### src/rtl/load_response_aligner_pkg.sv
// Load-path types shared by the response aligner: attribute, FP-op and writeback packet formats.
// Mirrors the cva5_types / cva5_config definitions so this slice builds stand-alone.
package load_response_aligner_pkg;
  localparam int FLEN            = 64;
  localparam int NUM_SUB_UNITS_W = 2;
  localparam int ID_W            = 4;

  typedef logic [ID_W-1:0] id_t;

  typedef enum logic [1:0] {
    INT_DONE    = 2'd0,
    SINGLE_DONE = 2'd1,
    DOUBLE_HOLD = 2'd2,
    DOUBLE_DONE = 2'd3
  } fp_ls_op_t;

  typedef struct packed {
    id_t                        id;
    logic [1:0]                 byte_addr;
    logic [1:0]                 final_mux_sel;
    logic [1:0]                 sign_sel;
    logic                       is_signed;
    logic [NUM_SUB_UNITS_W-1:0] subunit_id;
    fp_ls_op_t                  fp_op;
  } load_attributes_t;

  typedef struct packed {
    id_t         id;
    logic        valid;
    logic [31:0] data;
  } wb_packet_t;

  typedef struct packed {
    id_t             id;
    logic            valid;
    logic [FLEN-1:0] data;
  } fp_wb_packet_t;
endpackage

### src/rtl/load_response_aligner_attr_fifo.sv
// In-order load-attribute FIFO; a push when full is accepted only if a pop frees the slot
// in the same cycle. Head is visible combinationally, with no push-to-pop bypass.
module load_attr_fifo
  import load_response_aligner_pkg::*;
#(
  parameter int DEPTH = 4
) (
  input  logic             clk,
  input  logic             rst,
  input  logic             i_push,
  input  logic             i_pop,
  input  load_attributes_t i_data,
  output load_attributes_t o_data,
  output logic             o_full,
  output logic             o_empty
);
  localparam int AW = $clog2(DEPTH);

  logic [AW:0]      r_wr_ptr;
  logic [AW:0]      r_rd_ptr;
  load_attributes_t r_mem [DEPTH];
  logic             w_push_ok;
  logic             w_pop_ok;

  assign o_empty   = (r_wr_ptr == r_rd_ptr);
  assign o_full    = (r_wr_ptr[AW] != r_rd_ptr[AW]) && (r_wr_ptr[AW-1:0] == r_rd_ptr[AW-1:0]);
  assign w_pop_ok  = i_pop && !o_empty;
  assign w_push_ok = i_push && (!o_full || w_pop_ok);
  assign o_data    = r_mem[r_rd_ptr[AW-1:0]];

  always_ff @(posedge clk or negedge rst) begin
    if (!rst) begin
      r_wr_ptr <= '0;
      r_rd_ptr <= '0;
    end else begin
      if (w_push_ok) r_wr_ptr <= r_wr_ptr + 1'b1;
      if (w_pop_ok)  r_rd_ptr <= r_rd_ptr + 1'b1;
    end
  end

  always_ff @(posedge clk) begin
    if (w_push_ok) r_mem[r_wr_ptr[AW-1:0]] <= i_data;
  end
endmodule

### src/rtl/load_response_aligner.sv
// Matches sub-unit load responses to queued attributes, aligns/sign-extends, registers writeback (1 cycle).
// Stalls the head sub-unit while an unacked packet is held; LOAD_RESPONSE_FP_EN adds FP NaN-box/double paths.
module load_response_aligner
  import load_response_aligner_pkg::*;
#(
  parameter int NUM_SUB_UNITS = 3,
  parameter int ATTR_DEPTH    = 4
) (
  input  logic                           clk,
  input  logic                           rst,
  input  logic                           attr_push,
  input  load_attributes_t               attr_in,
  output logic                           attr_full,
  input  logic [NUM_SUB_UNITS-1:0]       sub_valid,
  input  logic [NUM_SUB_UNITS-1:0][31:0] sub_data,
  output logic [NUM_SUB_UNITS-1:0]       sub_ready,
  output wb_packet_t                     wb_out,
  output fp_wb_packet_t                  fp_wb_out,
  input  logic                           wb_ack,
  output logic                           protocol_error
);
  load_attributes_t w_head;
  logic             w_empty;
  logic             w_full;
  logic             w_match;
  logic             w_stray;
  logic             w_pop;
  logic             w_out_free;
  logic             w_fp_vld;
  logic [31:0]      w_word;
  logic [31:0]      w_shifted;
  logic [31:0]      w_int_data;
  logic             w_sign;
  wb_packet_t       r_wb;
  logic             r_perr;

  load_attr_fifo #(.DEPTH(ATTR_DEPTH)) u_attr_fifo (
    .clk     (clk),
    .rst     (rst),
    .i_push  (attr_push),
    .i_pop   (w_pop),
    .i_data  (attr_in),
    .o_data  (w_head),
    .o_full  (w_full),
    .o_empty (w_empty)
  );

  always_comb begin
    w_match = 1'b0;
    w_stray = 1'b0;
    w_word  = '0;
    for (int i = 0; i < NUM_SUB_UNITS; i++) begin
      if (!w_empty && (w_head.subunit_id == NUM_SUB_UNITS_W'(i))) begin
        w_match = sub_valid[i];
        w_word  = sub_data[i];
      end else if (sub_valid[i]) begin
        w_stray = 1'b1;
      end
    end
  end

  assign w_out_free = !(r_wb.valid || w_fp_vld) || wb_ack;
  assign w_pop      = w_match && w_out_free;

  always_comb begin
    sub_ready = '0;
    for (int i = 0; i < NUM_SUB_UNITS; i++) begin
      sub_ready[i] = w_pop && (w_head.subunit_id == NUM_SUB_UNITS_W'(i));
    end
  end

  // Sign bit comes from the unshifted word so sign_sel is independent of byte_addr.
  assign w_shifted = w_word >> {w_head.byte_addr, 3'b000};
  assign w_sign    = w_head.is_signed && !w_head.final_mux_sel[1] &&
                     w_word[{w_head.sign_sel, 3'b111}];

  always_comb begin
    case (w_head.final_mux_sel)
      2'd0:    w_int_data = {{24{w_sign}}, w_shifted[7:0]};
      2'd1:    w_int_data = {{16{w_sign}}, w_shifted[15:0]};
      default: w_int_data = w_shifted;
    endcase
  end

  always_ff @(posedge clk or negedge rst) begin
    if (!rst) begin
      r_perr <= 1'b0;
    end else if (w_stray || (attr_push && w_full && !w_pop)) begin
      r_perr <= 1'b1;
    end
  end

`ifdef LOAD_RESPONSE_FP_EN
  fp_wb_packet_t r_fp_wb;
  logic [31:0]   r_held;

  assign w_fp_vld = r_fp_wb.valid;

  always_ff @(posedge clk or negedge rst) begin
    if (!rst) begin
      r_wb    <= '0;
      r_fp_wb <= '0;
      r_held  <= '0;
    end else begin
      if (wb_ack) begin
        r_wb.valid    <= 1'b0;
        r_fp_wb.valid <= 1'b0;
      end
      if (w_pop) begin
        case (w_head.fp_op)
          INT_DONE: begin
            r_wb          <= {w_head.id, 1'b1, w_int_data};
            r_fp_wb.valid <= 1'b0;
          end
          SINGLE_DONE: begin
            r_fp_wb    <= {w_head.id, 1'b1, 32'hFFFF_FFFF, w_word};
            r_wb.valid <= 1'b0;
          end
          DOUBLE_HOLD: r_held <= w_word;
          default: begin
            r_fp_wb    <= {w_head.id, 1'b1, w_word, r_held};
            r_wb.valid <= 1'b0;
          end
        endcase
      end
    end
  end

  assign fp_wb_out = r_fp_wb;
`else
  logic w_unused_fp_op;

  assign w_fp_vld       = 1'b0;
  assign w_unused_fp_op = ^w_head.fp_op;

  always_ff @(posedge clk or negedge rst) begin
    if (!rst) begin
      r_wb <= '0;
    end else if (w_pop) begin
      r_wb <= {w_head.id, 1'b1, w_int_data};
    end else if (wb_ack) begin
      r_wb.valid <= 1'b0;
    end
  end

  assign fp_wb_out = '0;
`endif

  assign attr_full      = w_full;
  assign wb_out         = r_wb;
  assign protocol_error = r_perr;
endmodule

### config.mk
export PLATFORM = sky130hd
export DESIGN_NAME = load_response_aligner
export DESIGN_NICKNAME = d
export VERILOG_FILES = /design/src/rtl/load_response_aligner_pkg.sv /design/src/rtl/load_response_aligner_attr_fifo.sv /design/src/rtl/load_response_aligner.sv
export SDC_FILE = /design/constraint.sdc
export NUM_CORES = 1
export LEC_CHECK = 0
export BUFFER_PORTS_ARGS = -buffer_cell sky130_fd_sc_hd__buf_4
export CAP_MARGIN = 40
export CORE_UTILIZATION = 46
export CTS_BUF_LIST = sky130_fd_sc_hd__clkbuf_2
export CTS_CLUSTER_SIZE = 14
export DETAILED_ROUTE_END_ITERATION = 12
export HOLD_SLACK_MARGIN = 0.06
export PLACE_DENSITY = 0.79
export RECOVER_POWER = 50
export SLEW_MARGIN = 20
export SYNTH_ARGS = -nofsm -noshare
export SYNTH_HDL_FRONTEND = slang
export SYNTH_HIERARCHICAL = 1
export SYNTH_SLANG_ARGS = --single-unit
### constraint.sdc
create_clock -name clk -period 3.3 [get_ports clk]
set_input_delay 0.165 -clock clk [delete_from_list [all_inputs] [get_ports clk]]
set_output_delay 0.165 -clock clk [all_outputs]
set_load 0.1 [all_outputs]
Word-level counts from Yosys, hierarchy flattened
Memories as Yosys holds them, arrays and structs flattened.
Cells that the tools add are included.
{"block": "op_classes", "addsub": 2, "n_lt_le_gt_ge": 1, "shifts": 1, "muxes": 19, "reduce_logical": 25, "eq_ne": 6}
{"operator": "$mux 32", "n": 3}
{"operator": "$pmux 32 s2", "n": 1}
{"operator": "$shr 32x5->32", "n": 1}
{"operator": "$logic_and 1x1->1", "n": 14}
{"operator": "$mux 1", "n": 14}
{"operator": "$add 3x1->3 const B", "n": 2}
{"operator": "$lt 5x6->1 const B", "n": 1}
{"operator": "$logic_not 1->1", "n": 5}
{"operator": "$eq 2x1->1 const B", "n": 2}
{"operator": "$logic_not 2->1", "n": 2}
{"operator": "$eq 3x3->1", "n": 1}
{"operator": "$logic_or 1x1->1", "n": 3}
{"operator": "$bmux 1 s2", "n": 1}
{"operator": "$eq 2x2->1", "n": 1}
{"operator": "$eq 2x2->1 const B", "n": 1}
{"operator": "$reduce_bool 2->1", "n": 1}
{"operator": "$ne 1x1->1", "n": 1}
{"block": "word_totals", "ram_bits": 60, "output_inout_bits": 111, "input_bits": 118, "wordCells": 61, "mem_count": 1, "reg_bits": 44}
{"memory": "u_attr_fifo.r_mem", "depth": 4, "width": 15, "read_ports": 1, "rd_clocked_by_memory_dff": 0, "write_ports": 1, "line": "load_response_aligner_attr_fifo.sv:21", "source": "load_attributes_t r_mem [DEPTH];"}

Depth between registers and ports, before layout
Gate-level depths: netlist of the first run.
{"block": "logic_depth", "ltp_word": 12, "depth_mapped": 13, "ltp_nobuf": 8}

By module
The synthesis of the first run kept the hierarchy.
{"mod": "load_response_aligner", "cells_per_inst": 391, "area_per_inst_um2": 3306.9, "instances": 1, "seq_area_each_um2": 950.9}
{"mod": "load_attr_fifo", "cells_per_inst": 125, "area_per_inst_um2": 2628.8, "instances": 1, "seq_area_each_um2": 1951.9}

Least setup slack after synthesis of the first run
No wires, ideal clock.
{"block": "synth_path", "path_type": "register to output", "start": "reg u_attr_fifo.r_rd_ptr[0]", "end": "out sub_ready[0]", "path_stages_with_launch": 10, "required_time_ns": 3.135, "setup_slack_ns": -1.129, "arrival_ns": 4.264, "n_path_buf": 4, "cell_sequence": "dfrtp_1 buf_4 buf_2 mux4_2 buf_6 mux2i_1 o2bb2ai_1 nand3_2 clkbuf_1 nor3_1"}
{"element": "from (decl)", "line": "load_response_aligner_attr_fifo.sv:20", "source": "logic [AW:0] r_rd_ptr;"}
{"element": "from (signal assigned)", "line": "load_response_aligner_attr_fifo.sv:37", "source": "if (w_pop_ok) r_rd_ptr <= r_rd_ptr + 1'b1;"}
{"element": "to (decl)", "line": "load_response_aligner.sv:16", "source": "output logic [NUM_SUB_UNITS-1:0] sub_ready,"}

==> results.json, run 1 <==
{
  "run_status": "complete, but fails checks",
  "failing_checks": "max-capacitance violations, max-slew violations",
  "hold_path_end": "wb_out[32]",
  "floorplan.die_area_um2": 12730,
  "ant_nets": 0,
  "cts-htree-levels": 3,
  "via_count_of_the_first_global_routing_pass": 4437,
  "critPathSlowestCell": "sky130_fd_sc_hd__mux4_2",
  "row_count": 40,
  "synth_warnings": 6,
  "cts_tree": "yes",
  "critical_path.max_stage_delay_ps": 680,
  "layout.cells.most_common_list": "sky130_fd_sc_hd__buf_4, sky130_fd_sc_hd__conb_1, sky130_fd_sc_hd__nand2_1",
  "clock-root-buffer": "sky130_fd_sc_hd__clkbuf_2",
  "grt_antenna_before_repair": 0,
  "maximum_number_of_pins_on_one_net_before_global_route_repair": 45,
  "endpoint_kind": "output port",
  "die_height_um": 112.8,
  "hold-path-cell-count": 4,
  "synth.avg_cell_area_um2": 11.17,
  "antenna-diode-count": 0,
  "timing.rr.start": "u_attr_fifo/r_rd_ptr[0]",
  "reg2reg_depth": 6,
  "global_route.usage.total_pct": 24.55,
  "achievable-frequency_mhz": 316.3,
  "startpoint_type_of_the_worst_setup_path": "register",
  "area.growth.synth_to_final_pct": 22.63,
  "core_um2": 12010,
  "post-cts-setup-buffers": 0,
  "unrepaired_setup_endpoints_after_global_routing": "false",
  "ctsLongestPathBuffers": 2,
  "worst_path_dominant_cell_family": "multiplexers",
  "drv.max_cap_violation_count": 1,
  "cts.sink_count": 96,
  "final_hold_violations": 0,
  "fin_worst_hold_slack_ps": 73.70,
  "mostFrequentLayoutCell": "sky130_fd_sc_hd__buf_4",
  "max_slew_margin_pct": -68.47,
  "viasPerCell": 5.377,
  "timing_worst_slew_pin_value_ps": 2527,
  "detailedRoute.firstIterationViolations": 232,
  "floorplan.die.width_um": 112.8,
  "initial_core_util_pct": 47.04,
  "share_of_final_layout_standard_cells_stronger_than_drive_strength_1_pct": 29.22,
  "worst_path_most_repeated_cell": "sky130_fd_sc_hd__buf_4",
  "finalSetupViolations": 0,
  "drt_pass1_iterations": 5,
  "setup.worst_path.class": "register to output port",
  "routed-via-count": 4452,
  "hold_path.class": "input pin to register",
  "remaining_drc_errors": 0,
  "critPathBufInv": 2,
  "fin_crit_period_ps": 3161,
  "critical_path_arrival_ps": 3000,
  "detail_route.wl_per_cell_um": 18.64,
  "placedCellCount": 791,
  "timing.reg2reg.setup_slack_ps": 250,
  "cts_buffers": 9,
  "cts.reportedPaths.clkPinSlew_ps": 250,
  "multiInputGateArea_um2": 2545,
  "layout.filler_cells": 1058,
  "syn-instance-count": 506,
  "globalplace.congestion": 0.8809,
  "cell_by_cell_trace_of_the_critical_path": "mux4_2 -> mux2i_1 -> o2bb2ai_1 -> nand3_2 -> buf_4 -> nor3_2 -> buf_4",
  "clkLatencyLatePin_ps": 550,
  "layout.cells.non_filler": 828,
  "design.final.nets": 799,
  "global_route_wire_length_before_repair_um": 23670,
  "timing.setup.tns_ps": 0,
  "timing.final.max_slew_violations": 45,
  "portBuffers": 157,
  "ff_latch_area_um2": 2664,
  "hold_start": "sub_valid[2]",
  "place_worst_setup_slack_ps": 429.4,
  "total_gr_overflow": 0,
  "fin_worst_skew_ps": 22.10,
  "syn-cell-area_um2": 5650,
  "post-route-worst-setup-slack_ps": 138.6,
  "r2r-end": "protocol_error",
  "worst-path-max-fanout": 34,
  "dpl.hpwl_um": 11500,
  "final.period_utilization_pct": 95.80,
  "ioPinCount": 229,
  "worst-endpoint-required_ps": 3130,
  "postRouteWirelength_um": 15430
}
## repair_timing
item	in CTS	in global routing
endpoints found under the setup margin	0	3
hold buffers	19	2
hold endpoints to repair	101	2
gates resized for setup	0	1
## layout make-up
cell class                      count  share of cell area [%]
Multi-Input combinational cell    362                   36.73
Clock inverter                      6                  0.9751
Inverter                           15                  0.8126
Tap cell                          147                   2.654
Clock buffer                       10                  0.7223
Sequential cell                    96                   38.44
Timing Repair Buffer              192                   19.66
## worst reg2reg max path, cell delays in order (launching register included)
cell and delay [ps]:
sky130_fd_sc_hd__dfrtp_2 480, sky130_fd_sc_hd__mux4_2 680, sky130_fd_sc_hd__mux2_2 330, sky130_fd_sc_hd__o32ai_1 260
sky130_fd_sc_hd__dlygate4sd3_1 610, sky130_fd_sc_hd__nand4b_1 80, sky130_fd_sc_hd__dlygate4sd3_1 560
## worst max-delay path by stage
stage | startpoint | to | slack (ps) | cells after the start
floorplan | u_attr_fifo/r_rd_ptr[0] | sub_ready[0] | -180 | 9
global placement | u_attr_fifo/r_rd_ptr[0] | wb_out[9] | 510 | 7
detailed placement | u_attr_fifo/r_rd_ptr[0] | u_attr_fifo/r_rd_ptr[0] | 430 | 8
CTS | u_attr_fifo/r_rd_ptr[0] | sub_ready[0] | 110 | 7
global route | u_attr_fifo/r_rd_ptr[0] | sub_ready[0] | 10 | 7
finish | u_attr_fifo/r_rd_ptr[0] | sub_ready[0] | 140 | 7
## layer usage
metal  GRT usage, %  share of wire, %  vias to the layer above  wire [um]
met2          48.23                56                      205       8670
li1               -                 -                     2063          -
met1          26.48                36                     2149       5576
met4          9.689               3.2                        0        489
met5              0                 0                        -          0
met3          3.107               4.5                       35        694
## sequential cells by signal (all words and copies together) (netlist names)
register,cells
wb_out,37
protocol_error,1
u_attr_fifo/r_mem,52
u_attr_fifo/r_wr_ptr,3
u_attr_fifo/r_rd_ptr,3
## stage by stage
| stage | area [um2] | util, % |
|---|---|---|
| global placement | 6731 | 56.04 |
| global route | 6929 | 57.69 |
| CTS | 7039 | 58.60 |
| finish | 6929 | 57.69 |
| floorplan | 5938 | - |
| detailed placement | 6731 | 56.04 |
Power of run 1 is not shown: default switching activity piles up to over one toggle a cycle in this logic, so the estimate is an artifact.
==> inputs of run 2 (changes only) <==
- RECOVER_POWER: 50 -> unset
==> run 2 against run 1 <==
- the flow now finishes without violations
- global-route usage unchanged
- count of clock-buffer cells in the layout unchanged
- wire length decreased by 0.12%
- via count increased by 0.65%
- clock skew decreased by 1.6 ps
- utilization increased by 1.1 points
- final cell count unchanged
- sequential share of layout area decreased by 0.72 points
- critical path depth unchanged
- die area unchanged
- cell area increased by 1.9%
- maximum frequency increased by 0.30%
- largest cell class unchanged
==> results.json, run 2 (synthesis gave the netlist of run 1 again) <==
{
  "portBuffers": 157,
  "achievable-frequency_mhz": 317.3,
  "initial_core_util_pct": 47.04,
  "timing.rr.start": "u_attr_fifo/r_rd_ptr[0]",
  "design.final.nets": 799,
  "drt_pass1_iterations": 4,
  "critPathBufInv": 2,
  "detail_route.wl_per_cell_um": 18.61,
  "worst-endpoint-required_ps": 3130,
  "total_gr_overflow": 0,
  "ctsLongestPathBuffers": 2,
  "largest_register_ffs": 52,
  "remaining_drc_errors": 0,
  "worst-path-max-fanout": 34,
  "fin_crit_period_ps": 3152,
  "routed-via-count": 4481,
  "worst_path_dominant_cell_family": "multiplexers",
  "place_area_um2": 6731,
  "viasPerCell": 5.412,
  "startpoint_type_of_the_worst_setup_path": "register",
  "max_slew_margin_pct": 59.68,
  "dpl.hpwl_um": 11500,
  "floorplan.die_area_um2": 12730,
  "reg2reg_depth": 6,
  "postRouteWirelength_um": 15410,
  "clkLatencyLatePin_ps": 560,
  "final_core_utilization_pct": 58.78,
  "share_of_final_layout_standard_cells_stronger_than_drive_strength_1_pct": 34.36,
  "ioPinCount": 229,
  "layout.cells.most_common_list": "sky130_fd_sc_hd__buf_4, sky130_fd_sc_hd__conb_1, sky130_fd_sc_hd__nand2_1",
  "fin_worst_skew_ps": 20.49,
  "core_um2": 12010,
  "hold_path.class": "input pin to register",
  "ant_nets": 0,
  "timing_worst_slew_pin_value_ps": 604.8,
  "critical_path_arrival_ps": 2990,
  "hold-path-cell-count": 4,
  "start_point_of_the_critical_path": "u_attr_fifo/r_rd_ptr[0]",
  "cts_buffers": 9,
  "hold_start": "sub_valid[2]",
  "die_height_um": 112.8,
  "detailedRoute.firstIterationViolations": 241,
  "worst_path_most_repeated_cell": "sky130_fd_sc_hd__buf_4",
  "worst_path_depth": 7,
  "cts.sink_count": 96,
  "setup.worst_path.class": "register to output port",
  "globalplace.congestion": 0.8809,
  "grt_antenna_before_repair": 0,
  "cts-htree-levels": 3,
  "drv.max_cap_violation_count": 0,
  "cts_tree": "yes",
  "multiInputGateArea_um2": 2545,
  "run_status": "completed",
  "cts.reportedPaths.clkPinSlew_ps": 240,
  "row_count": 40,
  "clock-root-buffer": "sky130_fd_sc_hd__clkbuf_2",
  "maximum_number_of_pins_on_one_net_before_global_route_repair": 45,
  "area.growth.synth_to_final_pct": 24.96,
  "antenna-diode-count": 0,
  "unrepaired_setup_endpoints_after_global_routing": "false",
  "endpoint_kind": "output port",
  "final_hold_violations": 0,
  "cell_by_cell_trace_of_the_critical_path": "mux4_2 -> mux2i_1 -> o2bb2ai_1 -> nand3_2 -> buf_4 -> nor3_2 -> buf_4",
  "critical_path.max_stage_delay_ps": 670,
  "post-route-cell-area_um2": 7061,
  "floorplan.die.width_um": 112.8,
  "finalSetupViolations": 0,
  "timing.final.max_slew_violations": 0,
  "mostFrequentLayoutCell": "sky130_fd_sc_hd__buf_4",
  "global_route_wire_length_before_repair_um": 23670,
  "ff_latch_area_um2": 2664,
  "critPathSlowestCell": "sky130_fd_sc_hd__mux4_2",
  "layout.filler_cells": 1008,
  "final.period_utilization_pct": 95.51,
  "global_route.usage.total_pct": 24.55,
  "via_count_of_the_first_global_routing_pass": 4437
}
==> run 2: cell type report <==
cell class	instances	share of cell area, %
Sequential cell	96	37.73
Multi-Input combinational cell	362	36.04
Timing Repair Buffer	192	21.16
Tap cell	147	2.605
Clock inverter	6	0.9569
Inverter	15	0.7974
Clock buffer	10	0.7088
==> run 2: worst reg2reg max path, delay by kind of cell, from the launching register on <==
| kind | cells | cell delay (ps) |
|---|---|---|
| buffers and inverters | 2 | 1170 |
| muxes | 2 | 1000 |
| DFF | 1 | 480 |
| AOI/OAI and AO/OA | 1 | 260 |
| and+or+nand+nor | 1 | 80 |
==> run 2: worst paths after layout <==
kind,end,slack (ps)
hold reg to reg,wb_out[5],530
min in group asynchronous,wb_out[9],120
setup reg to reg,protocol_error,250
hold / removal,wb_out[32],70
setup / recovery,sub_ready[0],150
max in group asynchronous,u_attr_fifo/r_rd_ptr[0],2740
==> run 2: through the flow <==
stage | cells | setup TNS (ps) | worst slack (ps) | hold slack [ps]
after global placement | 791 | 0 | 505.0 | 199.5
final | 828 | 0 | 148.1 | 68.61
after floorplan | 574 | -181.4 | -181.4 | -130.6
after detailed placement | 791 | 0 | 429.4 | 218.0
after global routing | 828 | 0 | 12.08 | 62.49
after CTS | 826 | 0 | 112.4 | 61.69
==> run 2: layer usage <==
| metal | wire length, um | track usage, % |
|---|---|---|
| met5 | 0 | 0 |
| met4 | 500 | 9.689 |
| met3 | 701 | 3.107 |
| met2 | 8673 | 48.23 |
| met1 | 5536 | 26.48 |
==> run 2: what timing repair did <==
| item | 4_1_cts | 5_1_grt |
|---|---|---|
| hold endpoints to repair | 101 | 2 |
| hold buffers | 19 | 2 |
| setup endpoints to repair | 0 | 3 |
| buffers inserted | 0 | 0 |
| resized for setup | 0 | 1 |
Power of run 2 is left out for the same reason.
